### src/rtl/drc_burst_builder.sv
// drc_burst_builder: packs a stream of 16-byte words into burst descriptors bounded by length, 4 KB pages and an idle flush timeout
module drc_burst_builder #(
    parameter int p_max_beats = 16,
    parameter int p_timeout   = 64
) (
    input  logic         i_clk,
    input  logic         i_rst,
    input  logic         i_start,
    input  logic [31:0]  i_base_addr,
    input  logic [131:0] in_data,
    input  logic         in_valid,
    output logic         in_ready,
    output logic         data_wr,
    output logic [131:0] data_out,
    input  logic         data_full,
    output logic         burst_wr,
    output logic [39:0]  burst_out,
    input  logic         burst_full,
    output logic         busy,
    output logic         done
);
    typedef enum logic [1:0] {S_IDLE, S_FILL, S_EMIT} state_t;
    localparam logic [8:0]  max_beats_c = 9'(p_max_beats);
    localparam logic [31:0] tmo_last_c  = 32'(p_timeout - 1);
    state_t      state;
    logic [31:0] cur_addr, timer;
    logic [8:0]  beat_ctr, beat_nxt;
    logic [11:0] end_low;
    logic        last_seen, accept, close_burst, expire;
    // handshake, burst-close conditions and the outputs derived from state
    always_comb begin
        in_ready    = state == S_FILL && !data_full;
        accept      = in_valid && in_ready;
        beat_nxt    = beat_ctr + 9'd1;
        end_low     = cur_addr[11:0] + {beat_nxt[7:0], 4'd0};
        close_burst = beat_nxt == max_beats_c || end_low == 12'd0 || in_data[128];
        expire      = timer + 32'd1 >= tmo_last_c;
        data_wr     = accept;
        data_out    = in_data;
        burst_wr    = state == S_EMIT && !burst_full;
        burst_out   = {cur_addr, beat_ctr[7:0]};
        busy        = state != S_IDLE;
    end
    // transfer FSM: collect beats, close on length/page/last/timeout, then write the descriptor
    always_ff @(posedge i_clk) begin
        if (i_rst) begin
            state     <= S_IDLE;
            cur_addr  <= '0;
            beat_ctr  <= '0;
            timer     <= '0;
            last_seen <= 1'b0;
            done      <= 1'b0;
        end else begin
            done <= 1'b0;
            case (state)
                S_IDLE: if (i_start) begin
                    cur_addr  <= i_base_addr & 32'hFFFF_FFF0;
                    beat_ctr  <= '0;
                    timer     <= '0;
                    last_seen <= 1'b0;
                    state     <= S_FILL;
                end
                S_FILL: if (accept) begin
                    beat_ctr  <= beat_nxt;
                    timer     <= '0;
                    last_seen <= in_data[128];
                    if (close_burst) state <= S_EMIT;
                end else if (beat_ctr != 9'd0) begin
                    timer <= timer + 32'd1;
                    if (expire) state <= S_EMIT;
                end
                S_EMIT: if (!burst_full) begin
                    cur_addr <= cur_addr + {19'd0, beat_ctr, 4'd0};
                    beat_ctr <= '0;
                    timer    <= '0;
                    done     <= last_seen;
                    state    <= last_seen ? S_IDLE : S_FILL;
                end
                default: state <= S_IDLE;
            endcase
        end
    end
endmodule
### config.mk
export PLATFORM = sky130hd
export DESIGN_NAME = drc_burst_builder
export DESIGN_NICKNAME = d
export VERILOG_FILES = /design/src/rtl/drc_burst_builder.sv
export SDC_FILE = /design/constraint.sdc
export NUM_CORES = 1
export LEC_CHECK = 0
export CORE_AREA = 3 3 134 136
export DETAILED_ROUTE_END_ITERATION = 6
export DIE_AREA = 0 0 137 139
export PLACE_DENSITY = 0.87
export SETUP_SLACK_MARGIN = 0.3
export SYNTH_ARGS = -nofsm -noshare
export SYNTH_HDL_FRONTEND = slang
export SYNTH_SLANG_ARGS = --single-unit
### constraint.sdc
create_clock -name i_clk -period 3.7 [get_ports i_clk]
set_input_delay 0.74 -clock i_clk [delete_from_list [all_inputs] [get_ports i_clk]]
set_output_delay 0.74 -clock i_clk [all_outputs]
set_load 0.1 [all_outputs]
======== After elaboration in Yosys (flattened, before gate mapping) ========
Index checks and enable logic that the tools add are counted.
word-level totals
  flip-flop bits (word level) ............. 77
  input port bits ......................... 170
  output and inout bits ................... 177
  word-level logic and storage cells ...... 64
operators by class
  $add $sub $neg .......................... 4
  magnitude comparators ................... 1
  eq/ne operators ......................... 9
  multiplexer cells ....................... 23
  bitwise operators ....................... 1
  reductions and logical operators ........ 20
operator list
  operator                                               count
  2-to-1 mux 32 bit                                      6
  case mux 32 bit (3 select lines)                       1
  case mux 32 bit (2 select lines)                       1
  adder 32 x 1 -> 32 bit, second input constant          1
  adder 32 x 13 -> 32 bit                                1
  >= comparator 32 x 6 -> 1 bit, second input constant   1
  2-to-1 mux 9 bit                                       3
  case mux 9 bit (3 select lines)                        1
  adder 12 bit                                           1
  logical NOT 12 bit                                     1
  2-to-1 mux 2 bit                                       6
  adder 9 x 1 -> 9 bit, second input constant            1
  == test 9 x 5 -> 1 bit, second input constant          1
  nonzero test 9 bit                                     1
  AND reduction 4 bit                                    2
  inequality test 2 bit, second input constant           3
  inequality test 3 bit, second input constant           2
  case mux 2 bit (3 select lines)                        1
  AND reduction 3 bit                                    2
  nonzero test 2 bit                                     3
  AND reduction 5 bit                                    1
  logical AND 1 bit                                      3
  2-to-1 mux 1 bit                                       3
  inequality test 3 x 2 -> 1 bit, second input constant  1
  other kinds (9)                                        11

======== Logic depth before layout (Yosys ltp) ========
  depth after elaboration ................. 8
  mapped depth ............................ 13
  depth with buffers taken out ............ 12

======== Least setup slack after synthesis ========
Ideal clock, no wire load.
  path type ............................... reg-to-reg
  from .................................... reg cur_addr[4]
  to ...................................... reg cur_addr[26]
  setup time .............................. 0.092 ns
  arrival time ............................ 3.131 ns
  required time ........................... 3.608 ns
  setup slack ............................. 0.477 ns
  stages on the path, launching flop included .. 13
  path buffers ............................ 0
  clock period less this slack ............ 3.223 ns
  cell sequence ........................... dfxtp_1 ha_1 inv_1 fa_1 nor2b_1 o21ai_0 a21boi_1 o21a_1 o21ai_1 a211oi_1 a21o_1 a21oi_1 nor4_1
between the ends
  word-level cells in the longest chain between the ends .. 3
ends and longest elaborated chain
  item                              line  RTL
  from (decl)                       26    logic [31:0] cur_addr, timer;
  from (signal assigned)            57    cur_addr <= i_base_addr & 32'hFFFF_FFF0;
  from (signal assigned)            73    cur_addr <= cur_addr + {19'd0, beat_ctr, 4'd0};
  adder 32 x 13 -> 32 bit           73
  2-to-1 mux 32 bit                 72    S_EMIT: if (!burst_full) begin
  case mux 32 bit (2 select lines)  55    case (state)
Every way passes these cells. The select of a mux whose other input is x is not followed.
A chain may end at the register's enable or synchronous reset.

======== Worst setup path in the final report ========
  from .................................... in burst_full
  to ...................................... out burst_wr
between the ends
  word-level cells in the longest chain between the ends .. 2
ends and longest elaborated chain
  item               line  RTL
  from (decl)        18    input logic burst_full,
  logical NOT 1 bit  --
  logical AND 1 bit  40    burst_wr = state == S_EMIT && !burst_full;
  to (decl)          16    output logic burst_wr,
Every way passes these cells.

==> results.toml <==
[setup_path]
cp.required_ns = 2.96
arrival_ns = 2.38
worst-path-max-fanout = 7
path_delay_family = "buffers and inverters"
max_stage_delay_ns = 0.52
crit_chain = "clkdlybuf4s50_1, a21oi_1, nor2_1, nor2_2, nand2_1, inv_1, buf_12"
cp-start-kind = "input pin"
cp.buffers_inverters = 3
worst-setup-path-type = "input pin to output pin"
endpoint_kind = "output pin"
critPathSlowestCell = "clkdlybuf4s50_1"

[global_route]
grt_pass1_wl_um = 26400
grt_overflow = 0
antenna_found_initial = 0
grt_usage_pct = 16.6
grt_pass1_vias = 5428
grt_max_degree = 36

[clock_tree]
cts_buffers = 9
htreeDepth = 3
post_cts_buffers = 0
post_cts_resized = 0
cts_root_buffer = "clkbuf_16"
path_clk_slew_ns = 0.06
cts_tree = "yes"
clock_sinks = 73
clk_path_buf_depth = 2
clock_latency_ns = 0.34
holdBufCountCts = 0

[floorplan]
num_io_pins = 347
start_util_pct = 37.0
coreArea_um2 = 17100
chipHeight_um = 139
die_w_um = 137
dieArea_um2 = 19000
rows = 48

[route]
vias_per_cell = 5.70
first_pass_iters = 5
ant_nets = 0
wl_per_cell_um = 16.0
totalWireLength_um = 15800
route.detailed.drc = 0
initialDrtViolationCount = 434
vias = 5613

[power]
p_leak_nw = 2.32
vdd_drop_max_uv = 377
cellPowerDensity_nw_per_um2 = 409

[synthesis]
synth-seq-cells = 73
synth.cell_area_um2 = 6320
synth_area_per_cell_um2 = 7.41
synth_top_area_share_pct = 23.1
synth_area_leaders = "dfxtp_1, buf_4, nor2_1"
synth_top_flop_cell = "dfxtp_1"
synthCells = 852
yosysSeqAreaShare_pct = 23.1
yosysTopAreaCell = "dfxtp_1"
synth_cell_type_count = 68
synth_edf_count = 0
async_flop_share_pct = 0
yosysWarnings = 0

[sta]
hold_viol_final = 0
relSlewSlack_pct = 32.7
fin_skew_ns = 0.0101
fin_ws_ns = 0.583
period_share_pct = 84.2
whs_ns = 0.490
slew_violations = 0
worst_pin_slew_ns = 1.01
fin_tns_setup_ns = 0
report.final.setup_viol = 0
period_minus_slack_ns = 3.12
fmax_ghz = 0.321
rsz0062_at_grt = "no"

[outcome]
outcome = "completed"

[placement]
dp.cells = 970
place_area_um2 = 6140
portBuffers = 76
dp_worst_setup_slack_ns = 0.610
dp_hpwl_um = 11200
globalplace.congestion = 0.866

[final_layout]
diodes = 0
nFillCells = 1752
mostFrequentLayoutCell = "nor2_1"
mostFrequentLayoutCells = "nor2_1, dfxtp_1, a21oi_1, clkdlybuf4s50_1, nand2_1"
drive_gt1_share_pct = 7.37
nets = 951
instances_no_fill = 985
syn_to_final_growth_pct = 2.06
fin_area_um2 = 6450

[min_path]
hold_class = "register to register"

[job]
max-cap-violations = 0
==> layout make-up <==
class                   count  area (um^2)  share of cell area (%)
flip-flops and latches     73         1460                    22.7
multi-input cells         575         3540                    54.9
clock inverters             5         56.3                   0.873
inverters                  13         48.8                   0.757
well taps                 225          282                    4.37
repair buffers             84          823                    12.8
clock buffers              10          239                    3.71
==> worst register-to-register path, stage by stage, from the launching register on <==
cell	delay [ns]
dfxtp_1	0.52
ha_2	0.32
xor2_1	0.21
ha_1	0.29
a21oi_1	0.15
nand2_1	0.09
a21o_1	0.19
a21oi_1	0.22
o21ai_0	0.15
xnor2_1	0.14
o31ai_1	0.32
nand3_2	0.13
o21a_1	0.20
==> final timing paths <==
check	from	endpoint	slack [ns]	cells past startpoint
max	burst_full	burst_wr	0.58	7
min	cur_addr[12]$_SDFFE_PP0P_	cur_addr[12]$_SDFFE_PP0P_	0.49	2
max reg2reg	beat_ctr[0]$_SDFFE_PP0P_	state[0]$_SDFFE_PP0P_	0.67	12
min reg2reg	cur_addr[12]$_SDFFE_PP0P_	cur_addr[12]$_SDFFE_PP0P_	0.49	2
==> synthesized netlist by cell type, types with 4 or more instances <==
library cell and number:
a31oi_1 10, o21a_1 5, o21ai_1 4, ha_1 23, and2_1 7, nand4_1 11
nand2b_1 11, and4_1 7, or3_1 8, a21o_1 8, buf_4 145, and3_1 15
a311oi_1 5, a22oi_1 13, nor2b_1 8, nor4_1 13, inv_1 11, o221ai_1 6
or2_2 5, nor3_1 27, nand3_1 24, clkbuf_1 36, a21oi_1 68, o31ai_1 4
mux2i_1 4, nor2_1 91, nand4b_1 6, a211oi_1 12, dfxtp_1 73, buf_2 8
xnor2_1 21, xor2_1 12, nand2_1 57, o21ai_0 47
==> report_power, final <==
part	internal [mW]	total, mW	switching [mW]	leakage [nW]
Clock	0.535	0.877	0.342	0.144
Combinational	0.236	0.852	0.615	1.58
Sequential	0.834	0.909	0.0757	0.595
Total	1.61	2.64	1.03	2.32
==> routing by layer <==
layer  share of wire (%)  GRT usage, %  vias up  routed length (um)
met5                   0             0        -                   0
met4                 4.3          9.98        0                 680
met3                 8.0          4.32       78                1270
met2                  47          25.8      276                7450
met1                  40          20.2     2586                6370
li1                    -             -     2673                   -
==> cell families (layout without fill, tap and decap cells) <==
logic type | count (synthesis) | in the layout | share of synthesized area, %
and+or+nand+nor | 310 | 310 | 25.6
buffers and inverters | 207 | 112 | 21.2
AOI/OAI and AO/OA | 199 | 199 | 19.6
DFF | 73 | 73 | 23.1
xor gates and xnor gates | 33 | 33 | 4.58
adders and majority gates | 25 | 25 | 5.19
muxes | 4 | 4 | 0.634
other | 1 | 4 | 0.0594
==> registers in the layout, indices dropped and copies added (netlist names) <==
signal / flops
beat_ctr: 9
cur_addr: 28
last_seen: 1
done: 1
timer: 32
state: 2
==> metrics by stage <==
stage | utilization [%] | power, mW
floorplan | - | 2.21
global placement | 36.0 | 1.76
detailed placement | 36.0 | 1.77
CTS | 37.8 | 2.65
global route | 37.8 | 2.74
finish | 37.8 | 2.64
(Power assumes the default switching activity.)
